`src/rtl/pipelined_addsub.sv`:
```
// Pipelined add/subtract with carry-in and flags; WIDTH is split into STAGES slices, carry registered between them.
// Latency STAGES cycles, one op per cycle; a single global stall (advance) freezes every stage while the output is held.
module pipelined_addsub #(
   parameter int WIDTH  = 32,
   parameter int STAGES = 4
) (
   input  logic             clk,
   input  logic             rst_n,
   input  logic             in_valid,
   output logic             in_ready,
   input  logic [WIDTH-1:0] a,
   input  logic [WIDTH-1:0] b,
   input  logic [1:0]       op,
   input  logic             cin,
   output logic             out_valid,
   input  logic             out_ready,
   output logic [WIDTH-1:0] sum,
   output logic             carry,
   output logic             overflow,
   output logic             zero,
   output logic             negative
);
   localparam int SW   = WIDTH / STAGES;
   localparam int LAST = STAGES - 1;

   // Stage k inputs (x_i) come from stage k-1 registers (x_q); stage 0 takes the ports.
   logic [WIDTH-1:0] a_i [STAGES];
   logic [WIDTH-1:0] b_i [STAGES];
   logic [WIDTH-1:0] s_i [STAGES];
   logic             c_i [STAGES];
   logic             z_i [STAGES];
   logic             v_i [STAGES];

   logic [WIDTH-1:0] s_q [STAGES];
   logic             c_q [STAGES];
   logic             z_q [STAGES];
   logic             v_q [STAGES];
   logic             ovf_q;

   logic [SW:0]      slice [STAGES];
   logic [WIDTH-1:0] s_d   [STAGES];
   logic [WIDTH-1:0] b_eff;
   logic             ovf_d;
   logic             advance;

   assign advance  = !v_q[LAST] || out_ready;
   assign in_ready = advance;
   assign b_eff    = b ^ {WIDTH{op[0]}};

   // Operand skew registers exist only between stages, so a single-stage unit has none.
   if (STAGES > 1) begin : g_skew
      logic [WIDTH-1:0] a_q [STAGES-1];
      logic [WIDTH-1:0] b_q [STAGES-1];

      always_ff @(posedge clk or negedge rst_n) begin
         if (!rst_n) begin
            for (int k = 0; k < STAGES - 1; k++) begin
               a_q[k] <= '0;
               b_q[k] <= '0;
            end
         end else if (advance) begin
            for (int k = 0; k < STAGES - 1; k++) begin
               a_q[k] <= a_i[k];
               b_q[k] <= b_i[k];
            end
         end
      end

      always_comb begin
         a_i[0] = a;
         b_i[0] = b_eff;
         for (int k = 1; k < STAGES; k++) begin
            a_i[k] = a_q[k-1];
            b_i[k] = b_q[k-1];
         end
      end
   end else begin : g_noskew
      always_comb begin
         a_i[0] = a;
         b_i[0] = b_eff;
      end
   end

   always_comb begin
      s_i[0] = '0;
      c_i[0] = op[1] ? cin : op[0];
      z_i[0] = 1'b1;
      v_i[0] = in_valid;
      for (int k = 1; k < STAGES; k++) begin
         s_i[k] = s_q[k-1];
         c_i[k] = c_q[k-1];
         z_i[k] = z_q[k-1];
         v_i[k] = v_q[k-1];
      end
      for (int k = 0; k < STAGES; k++) begin
         slice[k] = {1'b0, a_i[k][k*SW +: SW]} + {1'b0, b_i[k][k*SW +: SW]}
                  + {{SW{1'b0}}, c_i[k]};
         s_d[k] = s_i[k];
         s_d[k][k*SW +: SW] = slice[k][SW-1:0];
      end
      // Carry into the MSB recovered from the MSB sum bit: a ^ b ^ s.
      ovf_d = a_i[LAST][WIDTH-1] ^ b_i[LAST][WIDTH-1] ^ slice[LAST][SW-1] ^ slice[LAST][SW];
   end

   always_ff @(posedge clk or negedge rst_n) begin
      if (!rst_n) begin
         for (int k = 0; k < STAGES; k++) begin
            s_q[k] <= '0;
            c_q[k] <= 1'b0;
            z_q[k] <= 1'b0;
            v_q[k] <= 1'b0;
         end
         ovf_q <= 1'b0;
      end else if (advance) begin
         for (int k = 0; k < STAGES; k++) begin
            s_q[k] <= s_d[k];
            c_q[k] <= slice[k][SW];
            z_q[k] <= z_i[k] && (slice[k][SW-1:0] == '0);
            v_q[k] <= v_i[k];
         end
         ovf_q <= ovf_d;
      end
   end

   assign out_valid = v_q[LAST];
   assign sum       = s_q[LAST];
   assign carry     = c_q[LAST];
   assign overflow  = ovf_q;
   assign zero      = z_q[LAST];
   assign negative  = s_q[LAST][WIDTH-1];

endmodule

```
`config.mk`:
```
export PLATFORM = sky130hd
export DESIGN_NAME = pipelined_addsub
export DESIGN_NICKNAME = d
export VERILOG_FILES = /design/src/rtl/pipelined_addsub.sv
export SDC_FILE = /design/constraint.sdc
export NUM_CORES = 1
export LEC_CHECK = 0
export ABC_AREA = 0
export BUFFER_PORTS_ARGS = -buffer_cell sky130_fd_sc_hd__buf_2
export CELL_PAD_IN_SITES_DETAIL_PLACEMENT = 1
export CELL_PAD_IN_SITES_GLOBAL_PLACEMENT = 1
export CORE_ASPECT_RATIO = 0.7
export CORE_MARGIN = 10
export CORE_UTILIZATION = 44
export CTS_CLUSTER_DIAMETER = 40
export DETAILED_ROUTE_END_ITERATION = 12
export GPL_TIMING_DRIVEN = 0
export PLACE_DENSITY_LB_ADDON = 0.3
export SLEW_MARGIN = 20
export SYNTH_ARGS = -nofsm -noshare
export SYNTH_HDL_FRONTEND = slang
export SYNTH_SLANG_ARGS = --single-unit
```
`constraint.sdc`:
```
create_clock -name clk -period 3.3 [get_ports clk]
set_input_delay 0.33 -clock clk [delete_from_list [all_inputs] [get_ports clk]]
set_output_delay 0.33 -clock clk [all_outputs]
set_load 0.03 [all_outputs]
```
Word level (Yosys, flattened, before mapping)
Cells that the tools add are included.
{"block": "word_totals", "regBits": 285, "input_bits": 71, "out_inout_bits": 38, "wordCells": 45}
{"block": "op_classes", "add_sub_neg": 8, "muxes": 1, "bitwise": 4, "n_reduce_logical": 9}
{"op": "$add 8x8->9", "count": 4}
{"op": "$add 9x1->9", "count": 4}
{"op": "$logic_not 8->1", "count": 4}
{"op": "$xor 32x32->32", "count": 1}
{"op": "$logic_and 1x1->1", "count": 3}
{"op": "$xor 1x1->1", "count": 3}
{"op": "$logic_not 1->1", "count": 1}
{"op": "$logic_or 1x1->1", "count": 1}
{"op": "$mux 1", "count": 1}

Logic depth before layout (Yosys ltp)
{"block": "depth", "ltp_word": 4, "ltp_mapped": 10, "ltp_nobuf": 8}

Worst setup path before layout
OpenSTA, ideal clock, no wires.
{"block": "synth_timing", "kind": "input port to flip-flop", "from": "input port op[0]", "to": "register z_q, in the netlist z_i[2]", "setup_ps": 95, "arrival_time_ps": 2472, "slack_ps": 733, "path_stages": 10, "n_path_buf": 2, "path_cell_list": "clkbuf_1 buf_2 xnor2_1 fa_1 fa_1 nor2b_1 o31a_1 o31a_1 nor2_1 o31ai_1"}
{"block": "synth_between", "elab_chain_cells": 4}
{"item": "from (decl)", "line_no": "13", "rtl": "input logic [1:0] op,"}
{"item": "$xor 32x32->32", "line_no": "48", "rtl": "assign b_eff = b ^ {WIDTH{op[0]}};"}
{"item": "$add 8x8->9", "line_no": "96", "rtl": "slice[k] = {1'b0, a_i[k][k*SW +: SW]} + {1'b0, b_i[k][k*SW +: SW]}"}
{"item": "$add 9x1->9 *", "line_no": "97", "rtl": "+ {{SW{1'b0}}, c_i[k]};"}
{"item": "$logic_not 8->1 *", "line_no": "118", "rtl": "z_q[k] <= z_i[k] && (slice[k][SW-1:0] == '0);"}
{"item": "to (signal, indexed assignment)", "line_no": "118"}
{"item": "to (decl)", "line_no": "36", "rtl": "logic z_q [STAGES];"}
Every way passes the cells marked *; elsewhere a longest branch is shown, timed or not.
A chain may end at the register's enable or synchronous reset.

Final worst setup path
{"block": "layout_timing", "from": "register v_q, in the netlist out_valid", "to": "output port in_ready"}
{"block": "layout_between", "elab_chain_cells": 2}
{"item": "from (decl)", "line_no": "37", "rtl": "logic v_q [STAGES];"}
{"item": "from (signal, indexed assignment)", "line_no": "119", "rtl": "v_q[k] <= v_i[k];"}
{"item": "$logic_not 1->1", "line_no": "46", "rtl": "assign advance = !v_q[LAST] || out_ready;"}
{"item": "$logic_or 1x1->1", "line_no": "46"}
{"item": "to (decl)", "line_no": "10", "rtl": "output logic in_ready,"}
No other way between the ends.

==> results.tsv <==
metric	value	unit
Ant. Diodes	0	
die area	0.0258	mm2
Final Cycle Share	89.9	%
drt drc	0	
die width	188	um
FFs w/ async S/R, synth	100	%
CTS H-tree lvls	4	
Total Wirelength	25.2	mm
crit path cell chain	nor2b_1 -> buf_2 -> clkinv_1 -> clkbuf_1 -> clkbuf_2 -> buf_2	
drt first-iter violations	452	
clock latency on the worst-skew pair	0.44	ns
total track usage	19.8	%
Starting Density	45.3	%
cell taking the most area after synthesis	dfrtp_1	
vias in the first global route	7348	
NumNets Final	1191	
outcome	completed	
TritonCTS clock tree	built	
Worst-Margin Slew	0.760	ns
RSZ-0062 raised after global routing	false	
Syn. warnings	0	
RePlAce Congestion	0.841	
fin cells	1361	
Synth Register Bits	189	
slowest CP cell	clkbuf_1	
Leakage	0.00516	uW
Cell variety after synth	50	
Final Core Density	53.2	%
antenna violations before repair	0	
max incr delay on CP	0.59	ns
Post-CTS Setup Inserts	0	
maxcap violations	0	
Slew HR	49.3	%
post-DR vias/cell	5.15	
top cells by area in the synthesized netlist	dfrtp_1 55%, nand2_1 19%, ha_1 4.0%	
synthesized net count	1063	
I/O pin cnt	109	
Seq/Total Area, Yosys	54.6	%
CP dominant cell by count	buf_2	
# placed instances	1328	
Post-Syn Instances	956	
crit path DAT	2.64	ns
root buffer cell	clkbuf_16	
Post-Syn Area	0.00867	mm2
syn avg cell area	9.07	um2
fmax	0.337	GHz
Placement Cell Area	0.00957	mm2
clock slew at reported path FFs	0.07	ns
Site Rows	42	
largest net degree at the start of global routing	97	
P per Cell Area	1040	mW/mm2
prevailing post-synth register cell	dfrtp_1	
Critical Path Sink Type	output port	
HPWL after detailed placement	18.4	mm
share of cells above drive strength 1	14.3	%
fin. max-slew vios	0	
first-pass GRT wire length	40.5	mm
skew final	0.00916	ns
Worst Setup Start Kind	flip-flop	
routed len/inst	18.5	um
final hold viol count	0	
setup TNS	0	ns
Core Region	0.0191	mm2
Clock Sinks	189	
CTS Buffer Depth	2	
EDFF count, synth	0	
CP required	2.97	ns
cts bufs inserted	17	
total number of vias	7008	
post-synth top area share	54.6	%
worst hold path class	input pin to flip-flop	
Chip Height	137	um
Layout area overhead	17.5	%
overall power	10600	uW
drt pass-1 iters	5	
maximum fanout along the worst path	10	
Period minus WS final	2.97	ns
WS Path Type	flip-flop to output port	
Routed Antenna Nets	0	
grt total ovfl	0	
# port buffers	107	
# setup viols final	0	
Max VDD drop	0.444	mV
final instance area	0.0102	mm2
-- worst max-delay path: cells and delay by family (launching register included) --
kind,cells,cell delay (ns)
buffers and inverters,5,1.70
flip-flops,1,0.37
AND/OR/NAND/NOR,1,0.12
-- layer usage --
metal | track usage [%] | vias to the layer above | part of all wire (%)
met5 | 0 | - | 0
met4 | 4.56 | 0 | 1.2
met3 | 4.87 | 22 | 5.6
met2 | 29.6 | 150 | 43
met1 | 28.5 | 3488 | 51
li1 | - | 3348 | -
-- report_power, final --
part           leakage (uW)  internal [uW]  switching [uW]
Combinational       0.00258           1540            2880
Clock              0.000295           1150             984
Sequential          0.00229           3330             691
-- placed cells by master (no fill, tap or decap), drive strengths merged, types with 18 or more instances in the layout --
cell    instances
nor2           29
inv            21
buf           117
clkbuf         55
xnor2          28
dfrtp         189
o21ai          50
ha             28
nand2         434
xor2           18
a21oi          20
-- layout make-up --
type | count | area [um2]
fill | 2304 | 8950
clock buffer | 17 | 425
sequential | 189 | 4730
tap | 264 | 330
buffer | 47 | 189
inverter | 14 | 52.6
timing repair buffer | 109 | 583
clock inverter | 15 | 173
multi-input combinational | 706 | 3700
-- Yosys cell counts, types with 6 or more instances --
| library cell | instances |
|---|---|
| nand2_1 | 434 |
| dfrtp_1 | 189 |
| o21ai_0 | 50 |
| clkbuf_1 | 38 |
| nor2_1 | 29 |
| ha_1 | 28 |
| xnor2_1 | 28 |
| a21oi_1 | 20 |
| xor2_1 | 18 |
| inv_1 | 13 |
| fa_1 | 8 |
| o31ai_1 | 8 |
| a21o_1 | 7 |
| nand2b_1 | 7 |
| buf_2 | 6 |
| nand3_1 | 6 |
| o21a_1 | 6 |
| o31a_1 | 6 |
-- state kept, by name, indices dropped and copies added (netlist names) --
signal,cells
s_d,48
out_valid,1
v_i,3
b_i,48
z_i,3
a_i,48
c_i,3
sum,32
carry,1
zero,1
overflow,1
-- cells by family after synthesis --
| kind of cell | synth area share (%) |
|---|---|
| AOI/OAI and AO/OA | 8.62 |
| xor gates and xnor gates | 4.65 |
| adders and majority gates | 5.89 |
| buffers and inverters | 2.77 |
| DFF | 54.6 |
| muxes | 0.765 |
| and+or+nand+nor | 22.7 |
-- path summary, 6_finish.rpt --
kind / from / to / slack [ns] / cells past startpoint
max: out_valid / in_ready / 0.33 / 6
min: a[24] / a_i[88] / 0.09 / 3
max reg2reg: a_i[48] / z_i[0] / 0.66 / 7
min reg2reg: sum[11] / sum[11] / 0.46 / 2
max in group asynchronous: rst_n / b_i[49] / 1.83 / 3
min in group asynchronous: rst_n / sum[22] / 0.52 / 2
-- what timing repair did --
| item | in CTS | in global routing |
|---|---|---|
| endpoints found under the hold margin | 93 | 0 |
| endpoints found under the setup margin | 0 | 1 |
| resized for setup | 0 | 2 |
| hold buffers | 1 | 0 |
-- stage by stage --
stage | setup slack [ns] | hold slack (ns)
2_1_floorplan | 0.733 | 0.0344
3_3_place_gp | -1.23 | 0.445
3_5_place_dp | 0.377 | 0.409
4_1_cts | 0.0710 | 0.0817
5_1_grt | 0.235 | 0.0869
6_report | 0.333 | 0.0921
(Power assumes the default switching activity.)
